File: config.mk
export PLATFORM = sky130hd
export DESIGN_NAME = lcd_bus_responder
export DESIGN_NICKNAME = d
export VERILOG_FILES = /design/src/rtl/lcd_pkg.sv /design/src/rtl/lcd_strobe_sync.sv /design/src/rtl/lcd_bus_responder.sv
export SDC_FILE = /design/constraint.sdc
export NUM_CORES = 1
export LEC_CHECK = 0
export ABC_CLOCK_PERIOD_IN_PS = 31000
export CAP_MARGIN = 20
export CORE_MARGIN = 2
export CORE_UTILIZATION = 31
export CTS_CLUSTER_DIAMETER = 120
export CTS_CLUSTER_SIZE = 8
export DETAILED_ROUTE_END_ITERATION = 6
export PLACE_DENSITY = 0.47
export RECOVER_POWER = 25
export SYNTH_ARGS = -nofsm -noshare
export SYNTH_HDL_FRONTEND = slang
export SYNTH_SLANG_ARGS = --single-unit
export TNS_END_PERCENT = 10
File: constraint.sdc
create_clock -name clk -period 31 [get_ports clk]
set_input_delay 4.65 -clock clk [delete_from_list [all_inputs] [get_ports clk]]
set_output_delay 4.65 -clock clk [all_outputs]
set_load 0.01 [all_outputs]
File: src/rtl/lcd_pkg.sv
// lcd_pkg: shared opcodes, DDRAM geometry, timing defaults and address-counter stepping
package lcd_pkg;
  typedef enum logic [1:0] {ST_PWRUP, ST_READY, ST_BUSY} lcd_state_t;
  localparam int PWRUP_CYCLES_DEF = 750_000;
  localparam int CMD_CYCLES_DEF = 1_850;
  localparam int CLR_CYCLES_DEF = 76_500;
  localparam int MIN_EN_CYCLES_DEF = 12;
  localparam logic [7:0] OP_SETA = 8'h80;
  localparam logic [7:0] OP_DISP_MASK = 8'hF8;
  localparam logic [7:0] OP_DISP = 8'h08;
  localparam logic [7:0] OP_ENTRY_MASK = 8'hFC;
  localparam logic [7:0] OP_ENTRY = 8'h04;
  localparam logic [7:0] OP_HOME_MASK = 8'hFE;
  localparam logic [7:0] OP_HOME = 8'h02;
  localparam logic [7:0] OP_CLEAR = 8'h01;
  localparam logic [6:0] LINE1_BASE = 7'h00;
  localparam logic [6:0] LINE2_BASE = 7'h40;
  localparam logic [6:0] LINE1_LAST = 7'h27;
  localparam logic [6:0] LINE2_LAST = 7'h67;
  localparam logic [7:0] SPACE = 8'h20;
  // Out-of-line addresses snap to the start of the other line; otherwise step with line wrap.
  function automatic logic [6:0] ac_step(input logic [6:0] ac, input logic inc);
    if (ac[5:0] > 6'h27) return ac[6] ? LINE1_BASE : LINE2_BASE;
    if (inc) return ac == LINE1_LAST ? LINE2_BASE : ac == LINE2_LAST ? LINE1_BASE : ac + 7'd1;
    return ac == LINE1_BASE ? LINE2_LAST : ac == LINE2_BASE ? LINE1_LAST : ac - 7'd1;
  endfunction
endpackage

File: src/rtl/lcd_strobe_sync.sv
// lcd_strobe_sync: aligned 2-flop bus synchronizer, EN falling-edge strobe and EN width check
module lcd_strobe_sync #(
  parameter int MIN_EN_CYCLES = 12
) (
  input  logic       clk,
  input  logic       rst,
  input  logic       en,
  input  logic       rs,
  input  logic       rw,
  input  logic [7:0] data,
  output logic       strobe,
  output logic       rs_s,
  output logic       rw_s,
  output logic [7:0] data_s,
  output logic       width_ok
);
  localparam logic [7:0] MIN_W = 8'(MIN_EN_CYCLES);
  logic [10:0] s1, s2;
  logic en_d;
  logic [7:0] wcnt;
  // Whole bus goes through one synchronizer so rs/rw/data stay aligned with EN; width saturates.
  always_ff @(posedge clk or posedge rst)
    if (rst) begin
      s1 <= '0;
      s2 <= '0;
      en_d <= 1'b0;
      wcnt <= '0;
    end else begin
      s1 <= {en, rs, rw, data};
      s2 <= s1;
      en_d <= s2[10];
      wcnt <= s2[10] ? (wcnt == 8'hFF ? wcnt : wcnt + 8'd1) : 8'd0;
    end
  assign strobe = en_d & ~s2[10];
  assign rs_s = s2[9];
  assign rw_s = s2[8];
  assign data_s = s2[7:0];
  assign width_ok = wcnt >= MIN_W;
endmodule

File: src/rtl/lcd_bus_responder.sv
// lcd_bus_responder: HD44780-style display-side bus responder with DDRAM mirror and violation checks
module lcd_bus_responder
  import lcd_pkg::*;
#(
  parameter int PWRUP_CYCLES = PWRUP_CYCLES_DEF,
  parameter int CMD_CYCLES = CMD_CYCLES_DEF,
  parameter int CLR_CYCLES = CLR_CYCLES_DEF,
  parameter int MIN_EN_CYCLES = MIN_EN_CYCLES_DEF
) (
  input  logic       clk,
  input  logic       rst,
  input  logic       lcd_en,
  input  logic       lcd_rs,
  input  logic       lcd_rw,
  input  logic [7:0] lcd_data,
  input  logic [4:0] rd_idx,
  output logic [7:0] rd_char,
  output logic       busy,
  output logic       ready,
  output logic       display_on,
  output logic [6:0] ac,
  output logic       cmd_valid,
  output logic       char_valid,
  output logic [7:0] last_byte,
  output logic       viol,
  output logic [7:0] viol_cnt
);
  localparam logic [19:0] PWRUP_LAST = 20'(PWRUP_CYCLES - 1);
  localparam logic [19:0] CMD_LD = 20'(CMD_CYCLES);
  localparam logic [19:0] CLR_LD = 20'(CLR_CYCLES);
  lcd_state_t state, state_n;
  logic [19:0] pcnt, bcnt, bcnt_n;
  logic [7:0] ddram [32];
  logic id;
  logic strobe, rs_s, rw_s, width_ok;
  logic [7:0] data_s;
  logic accept, is_cmd, is_chr, is_seta, is_disp, is_entry, is_home, is_clr, wr_hit;
  logic [4:0] wr_idx;
  lcd_strobe_sync #(.MIN_EN_CYCLES(MIN_EN_CYCLES)) u_sync (
    .clk(clk), .rst(rst), .en(lcd_en), .rs(lcd_rs), .rw(lcd_rw), .data(lcd_data),
    .strobe(strobe), .rs_s(rs_s), .rw_s(rw_s), .data_s(data_s), .width_ok(width_ok)
  );
  // Accept decision, instruction decode and next state / busy counter.
  always_comb begin
    accept = strobe && state == ST_READY && !rw_s && width_ok;
    is_cmd = accept && !rs_s;
    is_chr = accept && rs_s;
    is_seta = (data_s & OP_SETA) != 8'h00;
    is_disp = (data_s & OP_DISP_MASK) == OP_DISP;
    is_entry = (data_s & OP_ENTRY_MASK) == OP_ENTRY;
    is_home = (data_s & OP_HOME_MASK) == OP_HOME;
    is_clr = data_s == OP_CLEAR;
    wr_hit = is_chr && (ac[6:4] == 3'b000 || ac[6:4] == 3'b100);
    wr_idx = {ac[6], ac[3:0]};
    bcnt_n = accept ? (is_cmd && (is_home || is_clr) ? CLR_LD : CMD_LD) : bcnt != 20'd0 ? bcnt - 20'd1 : 20'd0;
    state_n = state == ST_PWRUP ? (pcnt == PWRUP_LAST ? ST_READY : ST_PWRUP)
            : accept ? ST_BUSY
            : state == ST_BUSY && bcnt == 20'd1 ? ST_READY : state;
  end
  // State, power-up counter and busy counter.
  always_ff @(posedge clk or posedge rst)
    if (rst) begin
      state <= ST_PWRUP;
      pcnt <= '0;
      bcnt <= '0;
    end else begin
      state <= state_n;
      pcnt <= state == ST_PWRUP ? pcnt + 20'd1 : pcnt;
      bcnt <= bcnt_n;
    end
  // Display registers, DDRAM mirror, event pulses and violation count.
  always_ff @(posedge clk or posedge rst)
    if (rst) begin
      for (int i = 0; i < 32; i++) ddram[i] <= SPACE;
      ac <= '0;
      id <= 1'b1;
      display_on <= 1'b0;
      cmd_valid <= 1'b0;
      char_valid <= 1'b0;
      viol <= 1'b0;
      last_byte <= '0;
      viol_cnt <= '0;
    end else begin
      if (is_cmd && is_clr) for (int i = 0; i < 32; i++) ddram[i] <= SPACE;
      else if (wr_hit) ddram[wr_idx] <= data_s;
      ac <= is_cmd ? (is_seta ? data_s[6:0] : is_home || is_clr ? LINE1_BASE : ac)
          : is_chr ? ac_step(ac, id) : ac;
      id <= is_cmd && is_clr ? 1'b1 : is_cmd && is_entry ? data_s[1] : id;
      display_on <= is_cmd && is_disp ? data_s[2] : display_on;
      cmd_valid <= is_cmd;
      char_valid <= is_chr;
      viol <= strobe && !accept;
      last_byte <= accept ? data_s : last_byte;
      viol_cnt <= strobe && !accept && viol_cnt != 8'hFF ? viol_cnt + 8'd1 : viol_cnt;
    end
  assign ready = state != ST_PWRUP;
  assign busy = bcnt != 20'd0;
  assign rd_char = ddram[rd_idx];
endmodule

# Word level (Yosys, flattened, before mapping)
# Cells that the tools add are included.
[word_totals]
mem_count = 0
ff_bits = 357
rom_bits = 0
elab_cells = 142
mem_bits_rw = 0
latch_bits = 0
[op_classes]
div = 0
n_lt_le_gt_ge = 5
n_shift = 0
muxes = 35
eq_ne = 16
n_mul = 0
add_sub_neg = 6
n_bitwise = 4
n_reduce_logical = 29
[ops]
columns = ["cell", "n"]
rows = [
  ["256-bit 2-to-1 mux", 2],
  ["256-bit bitwise mux", 1],
  ["7-bit 2-to-1 mux", 13],
  ["8-bit binary-select mux with 5-bit select", 1],
  ["8-bit demux with 5-bit select", 1],
  ["20-bit 2-to-1 mux", 2],
  ["8-bit 2-to-1 mux", 5],
  ["20-bit by 1-bit adder with 20-bit output, second input constant", 1],
  ["20-bit by 1-bit equality test with 1-bit output, second input constant", 1],
  ["20-bit equality test, second input constant", 1],
  ["20-bit nonzero test", 1],
  ["20-bit by 1-bit subtractor with 20-bit output, second input constant", 1],
  ["17-bit 2-to-1 mux", 1],
  ["8-bit by 1-bit adder with 8-bit output, second input constant", 2],
  ["7-bit equality test, second input constant", 2],
  ["1-bit logical AND", 14],
  ["6-bit >= comparator, second input constant", 2],
  ["5-bit inverter with 6-bit output", 2],
  ["8-bit by 1-bit equality test with 1-bit output, second input constant", 1],
  ["8-bit equality test, second input constant", 1],
  ["8-bit by 4-bit >= comparator with 1-bit output, second input constant", 1],
  ["8-bit != test, second input constant", 1],
  ["2-bit nonzero test", 4],
  ["7-bit by 1-bit adder with 7-bit output, second input constant", 1],
  ["23 further kinds", 33],
]

# Logic depth before layout (Yosys ltp)
# Gate-level depths: netlist of the first run.
[logic_depth]
ltp_word = 9
mapped_depth = 9
depth_no_buf = 7

# By module
# A second synthesis of the first run with hierarchy kept.
[unflattened]
hier_cells = 1473
area_unflattened_um2 = 16851.2
[by_module_without_submodules]
columns = ["mod", "cells_per_inst", "instances", "area_per_inst_um2"]
rows = [
  ["lcd_bus_responder", 1392, 1, 15750.1],
  ["lcd_strobe_sync", 81, 1, 1101.1],
]

# Worst setup path before layout of the first run
# Ideal clock, no wire load.
[synth_timing]
path_type = "input to output"
from = "input rd_idx[1]"
to = "output rd_char[6]"
required_ps = 26350
arrival_ps = 6039
path_stages = 7
setup_slack_ps = 20311
path_cell_list = "buf_2 > buf_2 > mux4_2 > mux2i_1 > nand2_1 > o221ai_1 > nor3_1"
[synth_via]
elab_chain_cells = 4
[synth_lines]
columns = ["item", "line", "text"]
rows = [
  ["from (decl)", "lcd_bus_responder.sv:16", "input logic [4:0] rd_idx,"],
  ["5-bit inverter with 6-bit output (implied by the code)", "lcd_bus_responder.sv:98", "assign rd_char = ddram[rd_idx];"],
  ["8-bit binary-select mux with 5-bit select", "lcd_bus_responder.sv:98", ""],
  ["8-bit 2-to-1 mux (implied by the code) (2 in series)", "lcd_bus_responder.sv:98", ""],
  ["to (decl)", "lcd_bus_responder.sv:17", "output logic [7:0] rd_char,"],
]
# Every way passes these cells. The select of a mux whose other input is x is not followed.

# Final worst setup path of the first run
[layout_timing]
from = "input rd_idx[1]"
to = "output rd_char[3]"
# The elaborated chain is that of the path after synthesis.

==> impl_metrics.env, run 1 <==
export IMPL_synth_common_cells="dfrtp_1 (324), a22o_1 (161), nand2_1 (122)"
export IMPL_wl_mm=48.2
export IMPL_ys_seq_area_frac=0.539
export IMPL_wl_met1_mm=22.8
export IMPL_nets=1400
export IMPL_viasPerCell=5.41
export IMPL_reg2reg_depth=7
export IMPL_crit_family="buffers and inverters"
export IMPL_clk_path_buf_depth=3
export IMPL_io_pins=55
export IMPL_syn_to_final_growth_pct=14.6
export IMPL_postCtsSetupRepairBufs=0
export IMPL_htree_levels=2
export IMPL_hold_worst_slack_ns=0.344
export IMPL_post_route_period_util=0.393
export IMPL_synth_edf_count=0
export IMPL_critPathSlowestCell="buf_4"
export IMPL_synth_most_common_cell="dfrtp_1"
export IMPL_cp_num_buf_inv=3
export IMPL_crit_type="input pin to output pin"
export IMPL_ys_flop_type="dfrtp_1"
export IMPL_fp_coreArea_um2=52900
export IMPL_cts_tree="yes"
export IMPL_post_place_ws_ns=18.73
export IMPL_wl_met2_mm=22.3
export IMPL_power_density_nw_per_um2=55.4
export IMPL_tns_ns=0
export IMPL_fillers=5229
export IMPL_power_w=0.00106
export IMPL_grt_pass1_vias=11800
export IMPL_worst_skew_pair_late_latency_ns=0.60
export IMPL_cts_sinks=357
export IMPL_critPathMostFrequentCell="buf_4"
export IMPL_rows=84
export IMPL_r2r_slack_ns=25.62
export IMPL_antenna_left=0
export IMPL_p_leak_nw=8.41
export IMPL_syn_nets=1362
export IMPL_routedWlPerCell_um=23.0
export IMPL_overflow=0
export IMPL_cts_repair_resized=0
export IMPL_worstHoldPathCells=0
export IMPL_setup_violations=0
export IMPL_cp_required_ns=26.35
export IMPL_hp_class="flop to flop"
export IMPL_numPortBuffers=54
export IMPL_max_slew_margin=-1.05
export IMPL_drt_first_pass_iters=5
export IMPL_yosys_area_top_type="dfrtp_1"
export IMPL_timing_fmax_ghz=0.0821
export IMPL_drv_slew=131
export IMPL_fin_ws_ns=18.82
export IMPL_hpwl_mm=30.1
export IMPL_arrival_ns=7.53
export IMPL_grt_use_total=0.176
export IMPL_top_layer="met4"
export IMPL_start_kind="input pin"
export IMPL_die_area_um2=55600
export IMPL_drcViolationCount=0
export IMPL_syn_inst=1332
export IMPL_crit_path_max_fanout=45
export IMPL_cap_violations=7
export IMPL_ys_warn_count=0
export IMPL_ys_types=72
export IMPL_worstSetupEndpointType="output pin"
export IMPL_worst_clock_skew_ns=0.0239
export IMPL_cts_clk_slew_worst_paths_ns=0.05
export IMPL_grt_max_degree=82
export IMPL_failed_checks="capacitance limit, slew limit"
export IMPL_drive_gt1_frac=0.145
export IMPL_path_cells="buf_4 -> buf_4 -> mux4_2 -> mux2i_1 -> nand2_1 -> o221ai_1 -> nor3_1 -> clkdlybuf4s50_1"
export IMPL_synthArstFlopShare=1.00
export IMPL_min_period_ns=12.18
export IMPL_cts_hold_buf=0
export IMPL_ir_drop_uv=38.2
export IMPL_first_iter_violations=769
export IMPL_vias=11300
export IMPL_n_antenna_cell=0
export IMPL_worstSetupPathDepth=8
export IMPL_wl_met3_mm=1.94
export IMPL_synth_seq_cells=357
export IMPL_synthTopCellsByArea="dfrtp_1 (49%), mux4_2 (8.6%), a22o_1 (8.5%)"
export IMPL_max_stage_delay_ns=0.78
export IMPL_grt_first_pass_wirelength_mm=75.3
export IMPL_finalHoldViolations=0
export IMPL_start_util=0.315
export IMPL_worst_pin_slew_ns=3.08
export IMPL_die_height_um=236
export IMPL_grt_antenna_before_repair=0
export IMPL_cts_buffers=51
export IMPL_fin_area_um2=19100
export IMPL_synthesis_area_um2=16700
export IMPL_status="finished, violations left"
export IMPL_die_w_um=236
export IMPL_synthDominantCellAreaShare=0.487
export IMPL_rsz0062_at_grt="false"
export IMPL_syn_area_per_cell_um2=12.5
export IMPL_dpl_instance_area_um2=17800
export IMPL_place_congestion=0.797
export IMPL_root_buffer="clkbuf_16"
cell type report:
class                           count  area, µm²  area share
Sequential cell                   357       8970       0.470
Multi-Input combinational cell    867       6990       0.366
Clock buffer                       89       1420      0.0743
Tap cell                          688        861      0.0451
Timing Repair Buffer               77        714      0.0374
Clock inverter                      5       68.8     0.00360
Inverter                           16       67.6     0.00354
where the power goes:
part           switching [W]  internal (W)
Sequential        0.00000579      0.000472
Combinational      0.0000355     0.0000212
Clock               0.000214      0.000309
final timing paths:
| check | to | start |
|---|---|---|
| max in group asynchronous | ddram[200]$_DFFE_PP0P_ | rst |
| worst max register to register | ddram[197]$_DFFE_PP1P_ | u_sync.wcnt[5]$_DFFE_PP0P_ |
| worst min-delay path | u_sync.s2[9]$_DFF_PP0_ | u_sync.s1[9]$_DFF_PP0_ |
| worst min register to register | u_sync.s2[9]$_DFF_PP0_ | u_sync.s1[9]$_DFF_PP0_ |
| min in group asynchronous | pcnt[9]$_DFFE_PP0P_ | rst |
| worst max-delay path | rd_char[3] | rd_idx[1] |
placed cells by master (no fill, tap or decap), types with 12 or more instances in the layout:
cell,Yosys,routed
dfrtp_1,324,324
a22o_1,161,161
nand2_1,122,122
nor2_1,81,90
mux2i_1,73,73
mux4_2,64,64
nor3_1,24,56
clkdlybuf4s50_1,0,52
clkbuf_16,0,51
clkbuf_1,56,41
dfstp_2,33,33
xnor2_1,32,32
o21ai_0,27,28
nand3_1,21,21
a32o_1,21,21
buf_4,4,20
o22ai_1,16,16
inv_1,16,15
xor2_1,15,15
ha_1,12,12
worst reg2reg max path: cells and delay by family, from the launching register on:
family	cells	cell delay, ns
simple gates	4	1.08
buf+inv	2	3.53
compound gates	1	0.18
flops	1	0.43
cell families (layout without fill, tap and decap cells):
| family | Yosys count | count (layout) | synth area share |
|---|---|---|---|
| AOI/OAI and AO/OA | 284 | 284 | 0.140 |
| xor gates and xnor gates | 47 | 47 | 0.0247 |
| adders and majority gates | 12 | 12 | 0.00901 |
| buffers and inverters | 108 | 187 | 0.0290 |
| DFF | 357 | 357 | 0.539 |
| muxes | 142 | 142 | 0.134 |
| and+or+nand+nor | 382 | 382 | 0.125 |
registers in the layout (all words and copies together) (netlist names):
name         count
display_on       1
ac               7
id               1
last_byte        8
u_sync.en_d      1
pcnt            20
cmd_valid        1
char_valid       1
bcnt            20
u_sync.s2       11
state            2
u_sync.s1       11
ddram          256
u_sync.wcnt      8
viol_cnt         8
viol             1
per-layer routing:
| metal | GRT usage | vias to the layer above |
|---|---|---|
| met5 | 0 | - |
| li1 | - | 5090 |
| met2 | 0.273 | 275 |
| met3 | 0.0267 | 64 |
| met4 | 0.0566 | 0 |
| met1 | 0.252 | 5918 |
metrics by stage:
step	utilization	instances
CTS	0.365	2098
global route	0.361	2099
finish	0.361	2099
global placement	0.337	2004
detailed placement	0.337	2004
floorplan	-	1332
(Power assumes the default switching activity.)
==> inputs of run 2 (changes only) <==
--- a/config.mk
+++ b/config.mk
@@ -5,14 +5,14 @@
 export SDC_FILE = /design/constraint.sdc
 export NUM_CORES = 1
 export LEC_CHECK = 0
-export ABC_CLOCK_PERIOD_IN_PS = 31000
+export ABC_CLOCK_PERIOD_IN_PS = 10700
 export CAP_MARGIN = 20
 export CORE_MARGIN = 2
 export CORE_UTILIZATION = 31
 export CTS_CLUSTER_DIAMETER = 120
 export CTS_CLUSTER_SIZE = 8
 export DETAILED_ROUTE_END_ITERATION = 6
-export PLACE_DENSITY = 0.47
+export PLACE_DENSITY = 0.49
 export RECOVER_POWER = 25
 export SYNTH_ARGS = -nofsm -noshare
 export SYNTH_HDL_FRONTEND = slang
==> constraint.sdc (replaced) <==
create_clock -name clk -period 10.7 [get_ports clk]
set_input_delay 1.605 -clock clk [delete_from_list [all_inputs] [get_ports clk]]
set_output_delay 1.605 -clock clk [all_outputs]
set_load 0.01 [all_outputs]
==> run 2 against run 1 <==
Effect of this change:
- the flow still finishes with violations (capacitance limit, slew limit)
- largest power group unchanged
- global-route usage decreased by 0.98 points
- largest cell class unchanged
- utilization increased by 0.16 points
- wire length decreased by 5.8%
- cell area increased by 0.45%
- flip-flop and latch count unchanged
- register-to-register slack got worse by 21 ns
- sequential share of layout area decreased by 0.21 points
- sequential power increased to 2.9 times the previous value
- non-clock buffer count decreased by 4
- cell count decreased by 0.71%
- power increased to 2.9 times the previous value
- die area unchanged
==> impl_metrics.env, run 2 (synthesis results as in run 1) <==
export IMPL_status="finished, violations left"
export IMPL_failed_checks="capacitance limit, slew limit"
export IMPL_layout_commonest_cell="dfrtp_1"
export IMPL_wl_mm=45.4
export IMPL_drv_slew=164
export IMPL_cts_clk_slew_worst_paths_ns=0.05
export IMPL_hp_class="flop to flop"
export IMPL_p_leak_nw=8.42
export IMPL_fillers=5097
export IMPL_max_slew_margin=-1.46
export IMPL_grt_antenna_before_repair=0
export IMPL_min_period_ns=6.16
export IMPL_cts_hold_buf=0
export IMPL_drt_first_pass_iters=5
export IMPL_setup_violations=0
export IMPL_ir_drop_uv=115
export IMPL_grt_use_total=0.166
export IMPL_worst_pin_slew_ns=3.68
export IMPL_critPathMostFrequentCell="buf_4"
export IMPL_cap_violations=4
export IMPL_final_cell_mix="dfrtp_1 (324), a22o_1 (161), nand2_1 (122)"
export IMPL_cts_sinks=357
export IMPL_clk_path_buf_depth=3
export IMPL_worstSetupEndpointType="output pin"
export IMPL_nets=1395
export IMPL_crit_type="input pin to output pin"
export IMPL_finalHoldViolations=0
export IMPL_cp_num_buf_inv=3
export IMPL_cts_tree="yes"
export IMPL_register_area_um2=8970
export IMPL_numPortBuffers=54
export IMPL_drive_gt1_frac=0.166
export IMPL_max_stage_delay_ns=0.64
export IMPL_antenna_left=0
export IMPL_die_height_um=236
export IMPL_cp_required_ns=9.10
export IMPL_cts_buffers=50
export IMPL_crit_path_max_fanout=33
export IMPL_grt_pass1_vias=11900
export IMPL_htree_levels=2
export IMPL_grt_first_pass_wirelength_mm=72.7
export IMPL_tns_ns=0
export IMPL_path_cells="buf_4 -> buf_4 -> mux4_2 -> mux2i_1 -> nand2_1 -> o221ai_1 -> nor3_1 -> clkdlybuf4s50_1"
export IMPL_io_pins=55
export IMPL_multiInputGateArea_um2=7160
export IMPL_syn_to_final_growth_pct=15.1
export IMPL_viasPerCell=5.36
export IMPL_routedWlPerCell_um=21.8
export IMPL_largest_reg_flops=256
export IMPL_power_density_nw_per_um2=158
export IMPL_fp_coreArea_um2=52900
export IMPL_place_congestion=0.781
export IMPL_worst_skew_pair_late_latency_ns=0.58
export IMPL_cts_repair_resized=0
export IMPL_post_place_ws_ns=4.43
export IMPL_n_antenna_cell=0
export IMPL_grt_max_degree=161
export IMPL_overflow=0
export IMPL_post_route_period_util=0.576
export IMPL_critPathSlowestCell="buf_4"
export IMPL_rsz0062_at_grt="false"
export IMPL_arrival_ns=4.56
export IMPL_timing_fmax_ghz=0.162
export IMPL_root_buffer="clkbuf_16"
export IMPL_postCtsSetupRepairBufs=0
export IMPL_fin_ws_ns=4.54
export IMPL_worst_clock_skew_ns=0.0235
export IMPL_vias=11200
export IMPL_first_iter_violations=783
export IMPL_start_util=0.315
export IMPL_die_area_um2=55600
export IMPL_hpwl_mm=28.7
export IMPL_rows=84
export IMPL_crit_family="buffers and inverters"
export IMPL_start_kind="input pin"
export IMPL_die_w_um=236
export IMPL_reg_top3="ddram x256, bcnt x20, pcnt x20"
export IMPL_drcViolationCount=0
export IMPL_top_register="ddram"
==> run 2: final cells by class <==
| type | count | area share |
|---|---|---|
| flip-flops and latches | 357 | 0.468 |
| multi-input cells | 867 | 0.373 |
| clock buffers | 81 | 0.0735 |
| well taps | 688 | 0.0449 |
| repair buffers | 73 | 0.0351 |
| inverters | 16 | 0.00333 |
| clock inverters | 2 | 0.00183 |
==> run 2: layer usage <==
metal | global-route usage | share of wire
met2 | 0.264 | 0.47
met5 | 0 | 0
met4 | 0.0459 | 0.022
met1 | 0.232 | 0.47
met3 | 0.0304 | 0.039
==> run 2: worst paths after layout <==
| path | start | end | slack (ns) | cells past startpoint |
|---|---|---|---|---|
| min | u_sync.s1[5]$_DFF_PP0_ | u_sync.s2[5]$_DFF_PP0_ | 0.35 | 0 |
| min reg2reg | u_sync.s1[5]$_DFF_PP0_ | u_sync.s2[5]$_DFF_PP0_ | 0.35 | 0 |
| max reg2reg | u_sync.wcnt[5]$_DFFE_PP0P_ | ddram[3]$_DFFE_PP0P_ | 4.77 | 6 |
| min in group asynchronous | rst | u_sync.s1[3]$_DFF_PP0_ | 2.96 | 3 |
| max | rd_idx[1] | rd_char[7] | 4.54 | 8 |
| max in group asynchronous | rst | ac[6]$_DFFE_PP0P_ | 5.33 | 4 |
==> run 2: worst reg2reg max path, stage by stage, from the launching register on <==
cell and delay (ns):
dfrtp_1 0.43, or4_1 0.61, o211ai_4 0.19, clkbuf_1 2.56, nor3_1 1.16, nor2_2 0.70
o22a_1 0.23
==> run 2: per-stage QoR <==
stage	util	power, W	hold slack (ns)	instances	instance area, µm²
floorplan	-	0.00150	0.331	1332	16700
global placement	0.337	0.00157	0.334	2001	17800
detailed placement	0.337	0.00157	0.336	2001	17800
CTS	0.364	0.00308	0.348	2084	19300
global route	0.363	0.00314	0.351	2084	19200
finish	0.363	0.00303	0.346	2084	19200
==> run 2: power breakdown <==
part	total, W	leakage, nW	switching [W]	internal, W
combinational	0.000160	2.94	0.000100	0.0000600
clock	0.00148	0.690	0.000594	0.000890
sequential	0.00139	4.79	0.0000163	0.00137
==> inputs of run 3 (changes only) <==
--- a/config.mk
+++ b/config.mk
@@ -5,14 +5,14 @@
 export SDC_FILE = /design/constraint.sdc
 export NUM_CORES = 1
 export LEC_CHECK = 0
-export ABC_CLOCK_PERIOD_IN_PS = 10700
+export ABC_CLOCK_PERIOD_IN_PS = 6100
 export CAP_MARGIN = 20
 export CORE_MARGIN = 2
 export CORE_UTILIZATION = 31
 export CTS_CLUSTER_DIAMETER = 120
 export CTS_CLUSTER_SIZE = 8
 export DETAILED_ROUTE_END_ITERATION = 6
-export PLACE_DENSITY = 0.49
+export PLACE_DENSITY = 0.47
 export RECOVER_POWER = 25
 export SYNTH_ARGS = -nofsm -noshare
 export SYNTH_HDL_FRONTEND = slang
==> constraint.sdc (replaced) <==
create_clock -name clk -period 6.1 [get_ports clk]
set_input_delay 0.915 -clock clk [delete_from_list [all_inputs] [get_ports clk]]
set_output_delay 0.915 -clock clk [all_outputs]
set_load 0.01 [all_outputs]
==> run 3 against run 2 <==
Effect of this change:
- the run still ends with capacitance limit, slew limit left
- non-clock buffer count is 3 higher
- flip-flop and latch count stayed put
- sequential share of layout area is 0.20 points lower
- register-to-register slack worse by 2.0 ns
- critical path depth is 3 lower
- combinational power is 77% higher
- wire length is 5.8% higher
- largest power group unchanged
==> impl_metrics.env, run 3 (synthesis results as in run 1) <==
export IMPL_arrival_ns=3.59
export IMPL_wl_met3_mm=2.30
export IMPL_post_place_ws_ns=1.64
export IMPL_final_cell_mix="dfrtp_1 (324), a22o_1 (161), nand2_1 (121)"
export IMPL_tns_ns=0
export IMPL_drcViolationCount=0
export IMPL_wl_met2_mm=22.2
export IMPL_top_register="ddram"
export IMPL_die_w_um=236
export IMPL_rows=84
export IMPL_cap_violations=1
export IMPL_cts_hold_buf=0
export IMPL_cts_repair_resized=0
export IMPL_overflow=0
export IMPL_rr_endpoint="ddram[198]$_DFFE_PP0P_"
export IMPL_finalHoldViolations=0
export IMPL_place_congestion=0.778
export IMPL_min_to="u_sync.s2[0]$_DFF_PP0_"
export IMPL_start_kind="input pin"
export IMPL_vias=11300
export IMPL_crit_family="buffers and inverters"
export IMPL_worst_clock_skew_ns=0.0241
export IMPL_worstHoldPathCells=0
export IMPL_cts_tree="yes"
export IMPL_drt_first_pass_iters=5
export IMPL_worst_pin_slew_ns=2.56
export IMPL_wl_mm=48.0
export IMPL_crit_path_max_fanout=14
export IMPL_hp_class="flop to flop"
export IMPL_grt_antenna_before_repair=0
export IMPL_numPortBuffers=54
export IMPL_post_route_period_util=0.739
export IMPL_fin_ws_ns=1.59
export IMPL_ir_drop_uv=184
export IMPL_die_area_um2=55600
export IMPL_antenna_left=0
export IMPL_fp_coreArea_um2=52900
export IMPL_cts_buffers=50
export IMPL_cts_clk_slew_worst_paths_ns=0.05
export IMPL_first_iter_violations=737
export IMPL_grt_first_pass_wirelength_mm=75.1
export IMPL_postCtsSetupRepairBufs=0
export IMPL_dpl_instance_area_um2=17800
export IMPL_routedWlPerCell_um=22.9
export IMPL_top_layer="met4"
export IMPL_worstHoldStart="u_sync.s1[0]$_DFF_PP0_"
export IMPL_critPathMostFrequentCell="clkdlybuf4s50_1"
export IMPL_io_pins=55
export IMPL_grt_pass1_vias=11700
export IMPL_status="finished, violations left"
export IMPL_p_leak_nw=8.42
export IMPL_root_buffer="clkbuf_16"
export IMPL_layout_commonest_cell="dfrtp_1"
export IMPL_drive_gt1_frac=0.176
export IMPL_fillers=5119
export IMPL_largest_reg_flops=256
export IMPL_cts_sinks=357
export IMPL_hpwl_mm=30.3
export IMPL_cp_required_ns=5.18
export IMPL_start_util=0.315
export IMPL_reg_top3="ddram x256, bcnt x20, pcnt x20"
export IMPL_nets=1398
export IMPL_syn_to_final_growth_pct=15.6
export IMPL_worst_skew_pair_late_latency_ns=0.59
export IMPL_htree_levels=2
export IMPL_rsz0062_at_grt="false"
export IMPL_failed_checks="capacitance limit, slew limit"
export IMPL_die_height_um=236
export IMPL_r2r_slack_ns=2.80
export IMPL_critPathSlowestCell="clkdlybuf4s50_1"
export IMPL_path_cells="clkdlybuf4s50_1 -> nand3b_1 -> o221ai_1 -> nor3_1 -> clkdlybuf4s50_1"
export IMPL_hold_worst_slack_ns=0.337
export IMPL_crit_type="input pin to output pin"
export IMPL_min_period_ns=4.51
export IMPL_grt_max_degree=188
export IMPL_fin_area_um2=19300
export IMPL_drv_slew=188
export IMPL_clk_path_buf_depth=3
export IMPL_max_stage_delay_ns=0.86
export IMPL_grt_use_total=0.175
export IMPL_reg2reg_depth=7
export IMPL_worstSetupEndpointType="output pin"
export IMPL_max_slew_margin=-0.707
export IMPL_setup_violations=0
export IMPL_wl_met1_mm=21.9
export IMPL_power_density_nw_per_um2=277
export IMPL_r2r_start="u_sync.wcnt[5]$_DFFE_PP0P_"
export IMPL_n_antenna_cell=0
export IMPL_viasPerCell=5.41
export IMPL_timing_fmax_ghz=0.222
export IMPL_cp_num_buf_inv=2
## run 3: per-layer routing
layer	vias up	GRT usage
met5	-	0
met4	0	0.0677
met3	90	0.0284
met2	325	0.276
met1	5836	0.242
li1	5088	-
## run 3: worst max-delay path by stage
stage | depth (start not counted) | slack [ns] | startpoint | endpoint
floorplan | 1 | 0.43 | rst | ac[0]$_DFFE_PP0P_
global placement | 6 | 1.65 | rd_idx[1] | rd_char[7]
detailed placement | 6 | 1.64 | rd_idx[1] | rd_char[7]
CTS | 5 | 1.63 | rd_idx[4] | rd_char[4]
global route | 6 | 1.43 | rd_idx[1] | rd_char[7]
finish | 5 | 1.59 | rd_idx[4] | rd_char[4]
## run 3: where the power goes
group          leakage (nW)  switching, W  total (W)  internal, W
registers              4.79     0.0000337    0.00243      0.00240
logic                  2.95      0.000177   0.000283     0.000105
clock network         0.683       0.00107    0.00261      0.00154
## run 3: area by class of cell
cell class / instances / area (µm²) / area share
Sequential cell: 357 / 8970 / 0.466
Tap cell: 688 / 861 / 0.0447
Clock inverter: 3 / 33.8 / 0.00175
Timing Repair Buffer: 76 / 711 / 0.0369
Inverter: 16 / 61.3 / 0.00318
Multi-Input combinational cell: 867 / 7220 / 0.375
Clock buffer: 88 / 1400 / 0.0729
## run 3: stage by stage
stage	total power, W	util	instances
after CTS	0.00542	0.365	2095
after detailed placement	0.00277	0.337	2004
after floorplan	0.00263	-	1332
after global placement	0.00276	0.337	2004
final	0.00533	0.364	2095
after global routing	0.00554	0.364	2095
